$ cat config.mk
export PLATFORM = sky130hd
export DESIGN_NAME = serial_subtractor
export DESIGN_NICKNAME = d
export VERILOG_FILES = /design/src/rtl/serial_subtractor.sv
export SDC_FILE = /design/constraint.sdc
export NUM_CORES = 1
export LEC_CHECK = 0
export BUFFER_PORTS_ARGS = -buffer_cell sky130_fd_sc_hd__buf_2
export CELL_PAD_IN_SITES_DETAIL_PLACEMENT = 1
export CELL_PAD_IN_SITES_GLOBAL_PLACEMENT = 2
export CORE_MARGIN = 1.5
export CORE_UTILIZATION = 31
export CTS_BUF_LIST = sky130_fd_sc_hd__clkbuf_4 sky130_fd_sc_hd__clkbuf_8
export CTS_CLUSTER_DIAMETER = 120
export DETAILED_ROUTE_END_ITERATION = 12
export PLACE_DENSITY = 0.82
export RECOVER_POWER = 50
export SYNTH_ARGS = -nofsm -noshare
export SYNTH_HDL_FRONTEND = slang
export SYNTH_SLANG_ARGS = --single-unit
$ cat constraint.sdc
create_clock -name clk -period 1.2 [get_ports clk]
set_input_delay 0.24 -clock clk [delete_from_list [all_inputs] [get_ports clk]]
set_output_delay 0.24 -clock clk [all_outputs]
set_load 0.05 [all_outputs]
$ cat src/rtl/serial_subtractor.sv
// Bit-serial two's-complement subtractor: diff = a - b - b_in, LSB first, one bit per clock.
// start/done handshake; results hold until the next operation completes.
module serial_subtractor #(
    parameter int WIDTH = 8
) (
    input  logic             clk,
    input  logic             rst,
    input  logic             start,
    input  logic [WIDTH-1:0] a,
    input  logic [WIDTH-1:0] b,
    input  logic             b_in,
    output logic             busy,
    output logic             done,
    output logic [WIDTH-1:0] diff,
    output logic             b_out,
    output logic             ovf
);

    localparam int CW = (WIDTH > 1) ? $clog2(WIDTH) : 1;
    localparam logic [CW-1:0] LAST = CW'(WIDTH - 1);

    typedef enum logic [1:0] {
        IDLE,
        RUN,
        DONE
    } state_t;

    state_t           state;
    state_t           next_state;
    logic [WIDTH-1:0] a_sr;
    logic [WIDTH-1:0] b_sr;
    logic [WIDTH-1:0] res_next;
    logic [CW-1:0]    count;
    logic             borrow;
    logic             borrow_next;
    logic             x_bit;
    logic             y_bit;
    logic             d_bit;
    logic             accept;
    logic             last_bit;

    // One full-subtractor slice applied to the current LSBs of the operand shift registers
    always_comb begin
        x_bit       = a_sr[0];
        y_bit       = b_sr[0];
        d_bit       = x_bit ^ y_bit ^ borrow;
        borrow_next = (~x_bit & y_bit) | (~(x_bit ^ y_bit) & borrow);
        accept      = start && ((state == IDLE) || (state == DONE));
        last_bit    = (state == RUN) && (count == LAST);
    end

    // Partial result lives apart from diff so intermediate bits never reach the outputs
    generate
        if (WIDTH == 1) begin : g_narrow
            assign res_next = d_bit;
        end else begin : g_wide
            logic [WIDTH-2:0] acc;

            always_ff @(posedge clk) begin
                if (rst) begin
                    acc <= '0;
                end else if (state == RUN) begin
                    acc <= res_next[WIDTH-1:1];
                end
            end

            assign res_next = {d_bit, acc};
        end
    endgenerate

    always_ff @(posedge clk) begin
        if (rst) begin
            state <= IDLE;
        end else begin
            state <= next_state;
        end
    end

    always_comb begin
        next_state = state;
        busy       = 1'b0;
        done       = 1'b0;
        case (state)
            IDLE: begin
                if (start) begin
                    next_state = RUN;
                end
            end
            RUN: begin
                busy = 1'b1;
                if (count == LAST) begin
                    next_state = DONE;
                end
            end
            DONE: begin
                done       = 1'b1;
                next_state = start ? RUN : IDLE;
            end
            default: next_state = IDLE;
        endcase
    end

    // On the last bit, the borrow still held is the borrow into the MSB, so ovf falls out directly
    always_ff @(posedge clk) begin
        if (rst) begin
            a_sr   <= '0;
            b_sr   <= '0;
            borrow <= 1'b0;
            count  <= '0;
            diff   <= '0;
            b_out  <= 1'b0;
            ovf    <= 1'b0;
        end else if (accept) begin
            a_sr   <= a;
            b_sr   <= b;
            borrow <= b_in;
            count  <= '0;
        end else if (state == RUN) begin
            a_sr   <= a_sr >> 1;
            b_sr   <= b_sr >> 1;
            borrow <= borrow_next;
            if (last_bit) begin
                diff  <= res_next;
                b_out <= borrow_next;
                ovf   <= borrow ^ borrow_next;
            end else begin
                count <= count + CW'(1);
            end
        end
    end

    busy_done_exclusive: assert property (@(posedge clk) disable iff (rst) !(busy && done));
    done_single_pulse:   assert property (@(posedge clk) disable iff (rst) done |=> !done);

endmodule

# Word-level counts from Yosys, hierarchy flattened
# Index checks and enable logic that the tools add are counted.
[classes]
n_eq_ne = 5
add_sub_neg = 1
reduce_logical = 9
n_bitwise = 10
mux = 12
[ops]
columns = ["operator", "n"]
rows = [
  ["8-bit two-way mux", 4],
  ["2-bit one-hot mux with 3 select lines", 1],
  ["1-bit two-way mux", 5],
  ["2-bit two-way mux", 2],
  ["1-bit inverter", 4],
  ["2-bit AND reduction", 2],
  ["3-bit by 1-bit adder with 3-bit output (second input constant)", 1],
  ["3-bit == test (second input constant)", 1],
  ["3-bit AND reduction", 1],
  ["1-bit XOR", 3],
  ["1-bit AND", 2],
  ["2-bit by 1-bit == test with 1-bit output (second input constant)", 1],
  ["2-bit == test (second input constant)", 1],
  ["1-bit logical AND", 2],
  ["2-bit logical NOT", 1],
  ["2-bit by 1-bit inequality test with 1-bit output (second input constant)", 1],
  ["2-bit inequality test (second input constant)", 1],
  ["2-bit nonzero test", 1],
  ["2-bit OR reduction", 1],
  ["1-bit logical OR", 1],
  ["1-bit bitwise OR", 1],
]
[totals]
regBits = 39
wordCells = 46
output_inout_bits = 12

# Longest topological paths before layout
[logic_depth]
ltp_word = 6
mapped_depth = 6
ltp_nobuf = 5

# Worst setup path after synthesis
# No wires, ideal clock.
[synth_timing]
path_type = "reg-to-output"
from = "register state[1]"
to = "output port done"
t_arrival_ns = 1.117
n_path_buf = 0
t_required_ns = 0.960
stages_incl_launch_ff = 2
setup_slack_ns = -0.157
cell_sequence = "dfxtp_1 -> nor2b_1"
[synth_via]
elab_chain_len = 2
[synth_lines]
columns = ["item", "line_no", "source"]
rows = [
  ["from (decl)", "28", "state_t state;"],
  ["from (signal assigned)", "75", "state <= next_state;"],
  ["2-bit == test", "83", "case (state)"],
  ["1-bit two-way mux", "83", ""],
  ["to (decl)", "13", "output logic done,"],
]
# Every way passes these cells.

# Worst setup path after layout
[layout_timing]
from = "register count[1]"
to = "register count[2]"
[layout_via]
elab_chain_len = 4
[layout_lines]
columns = ["item", "line_no", "source"]
rows = [
  ["from (decl)", "33", "logic [CW-1:0] count;"],
  ["from (signal assigned)", "127", "count <= count + CW'(1);"],
  ["3-bit == test", "49", "last_bit = (state == RUN) && (count == LAST);"],
  ["1-bit logical AND", "49", ""],
  ["1-bit inverter (no source line)", "-", ""],
  ["2-bit AND reduction (no source line)", "-", ""],
]
# Parallel ways exist; a longest one is shown, timed or not.
# A chain may end at the register's enable or synchronous reset.

==> impl_results.md <==
* Status: finished with violations
* Failing checks: negative setup slack
* Hold slack at 0.2015 ns
* Routed WL at 4063 microns
* Distinct cell type count after synthesis at 29
* Drt via density at 4.770
* Via count at 1455
* Post-synth EDFFs at 0
* ANT nets after route at 0
* Critical path class: reg -> reg
* DP Wirelength at 2596 microns
* First-pass GRT wire length at 6589 microns
* Worst Path Arrival at 1.52 ns
* YS warnings at 0
* Slew margin rel. at 81.02%
* Largest net degree at the start of global routing at 40
* Wirelength per Cell at 13.32 microns
* Crit-path leading delay family: flip-flops
* Synthesized area per cell at 8.998 sq um
* Nets at 257
* Most common cell after layout, fill and taps aside: dfxtp_1
* Die Height at 75.88 microns
* Clock buffer depth at 2
* Vias in the first global route at 1473
* CP Launch Type: flip-flop
* TritonRoute pass-1 iters at 4
* Layout area overhead at 43.77%
* Mapped Cells at 183
* Core Box Area at 0.005107 sq mm
* # port buffers at 31
* Initial antenna violation count at 0
* Final instance area at 0.002367 sq mm
* Slew @ Worst Pin at 0.2844 ns
* Final setup fails at 25
* Worst vdd ir at 0.0005469 V
* Post-synth top area share at 47.42%
* GRT Util Overall at 15.34%
* Max Clk Rate at 747.1 MHz
* Flops & latches, synth at 39
* Final-report hold violation count at 0
* Root buf cell: clkbuf_8
* CP required at 1.38 ns
* Ant diodes at 0
* Die Wd at 75.88 microns
* Most frequent CP cell: ha_4
* HP Class: in -> reg
* Synth top area cells: dfxtp_1, nand2_1, a21oi_1
* Post-synth ARST share at 0%
* Ports at 32
* Clk Latency, worst-skew pair at 0.29 ns
* Congestion Overflow GR at 0
* Worst-path fanout max at 4
* Crit end category: flip-flop
* Slowest-stage cell, CP: dfxtp_2
* TritonCTS clock tree: built
* GPL Wtd Cong at 0.6405
* H-tree Lvls at 2
* CTS Sinks at 39
* Mapped cell area at 0.001647 sq mm
* TritonCTS Buffers at 5
* Syn Nets at 206
* Post-synth top area cell: dfxtp_1
* Sequential fraction of the synthesis area at 47.42%
* RSZ-0062 raised after global routing: true
* Post-DP Area at 0.002033 sq mm
* PD cells at 1197 mW/mm^2
* Period utilisation layout at 111.5%
* Share of cells above drive strength 1 at 48.51%
* Initial Util at 32.24%
* Die area at 0.005758 sq mm
* Max Clock Skew at 0.004607 ns
* Reg2reg setup slack at -0.14 ns
* DRC at 0
* Final Max Slew Viols at 0
* Minimum clock period at 1.338 ns
* Leakage dissipation at 0.9373 nW
* Crit path buf inv count at 0
* CP Cell Sequence: ha_4, ha_4, nor3b_4, mux2i_1, nor3_1
* Clock transition at the registers of the reported paths at 0.07 ns
* Most frequent cells in the layout: dfxtp_1, nand2_1, buf_2, a21oi_1, nand2_2
* Slowest cell delay on critical path at 0.34 ns
* Setup slack after layout at -0.1385 ns
* Main synth FF type: dfxtp_1
* Row count at 26
* Max Cap Viol at 0
* 1st-iter DRT viols at 35
-- area by class of cell --
cell class | count | area (sq um)
Multi-Input combinational cell | 127 | 892.1
Inverter | 3 | 18.77
Timing Repair Buffer | 58 | 493.0
Fill cell | 601 | 2740
Sequential cell | 39 | 787.0
Clock buffer | 7 | 83.83
Clock inverter | 1 | 5.005
Tap cell | 70 | 87.58
-- flip-flops by register name, summed over array words and instances (netlist names) --
| register | count |
|---|---|
| count | 3 |
| b_sr | 8 |
| borrow | 1 |
| g_wide.acc | 7 |
| ovf | 1 |
| b_out | 1 |
| a_sr | 8 |
| diff | 8 |
| state | 2 |
-- per-layer routing --
metal,vias to the layer above,wire [microns],GRT usage [%]
met3,6,111,3.175
li1,726,-,-
met1,700,1741,17.34
met4,0,68,5.952
met5,-,0,0
met2,23,2142,28.02
-- power breakdown --
group          switching (mW)  total [mW]  leakage, nW  internal (mW)
Clock                   0.444       0.897       0.0491          0.453
Sequential             0.0528        1.41        0.320           1.36
Combinational           0.250       0.527        0.568          0.277
Total                   0.747        2.83        0.937           2.09
-- through the flow --
stage                     instances  utilization [%]  setup TNS, ns  setup slack (ns)  power [mW]
after global placement          293            39.81        -0.8906           -0.1262       1.838
final                           305            46.35         -1.542           -0.1385       2.833
after global routing            305            46.35         -3.757           -0.2128       2.976
after detailed placement        293            39.81         -1.254           -0.1566       1.847
after floorplan                 183                -        -0.2391          -0.08942       1.700
after CTS                       306            44.95         -1.581           -0.1433       2.837
-- worst paths after layout --
path | end | from | cells past startpoint
setup reg to reg | count[2] | count[1] | 5
hold reg to reg | diff[6] | diff[6] | 2
setup / recovery | count[2] | count[1] | 5
hold / removal | a_sr[7] | a[7] | 3
-- worst register-to-register path, cell delays in order, from the launching register on --
cell	delay (ns)
dfxtp_2	0.34
ha_4	0.16
ha_4	0.16
nor3b_4	0.28
mux2i_1	0.23
nor3_1	0.06
-- cell families (layout without fill, tap and decap cells) --
group	count (synthesis)	count (layout)	synth area share, %
muxes	3	3	1.824
AOI/OAI and AO/OA	36	36	16.19
xor gates and xnor gates	2	2	1.064
and+or+nand+nor	83	83	23.02
adders and majority gates	3	3	2.735
DFF	39	39	47.42
buffers and inverters	17	69	7.751
-- cells in the mapped netlist, types with 2 or more instances --
cell type / count
mux2i_1: 3
a21oi_1: 19
nor3_1: 12
clkbuf_1: 3
nand2_1: 43
nand2_2: 6
ha_1: 2
xnor2_1: 2
buf_6: 4
a311oi_1: 3
nand3_1: 3
dfxtp_1: 39
nand2b_1: 2
o22ai_1: 5
nor2_1: 12
nor2b_1: 2
buf_2: 5
inv_1: 2
a311oi_2: 6
-- what timing repair did --
item / 4_1_cts / 5_1_grt
setup buffers: 6 / 1
gates cloned: 1 / 0
endpoints found under the setup margin: 23 / 38
hold buffers: 0 / 0
gates resized for setup: 38 / 23
pin swaps: 19 / 13
(Power assumes the default switching activity.)
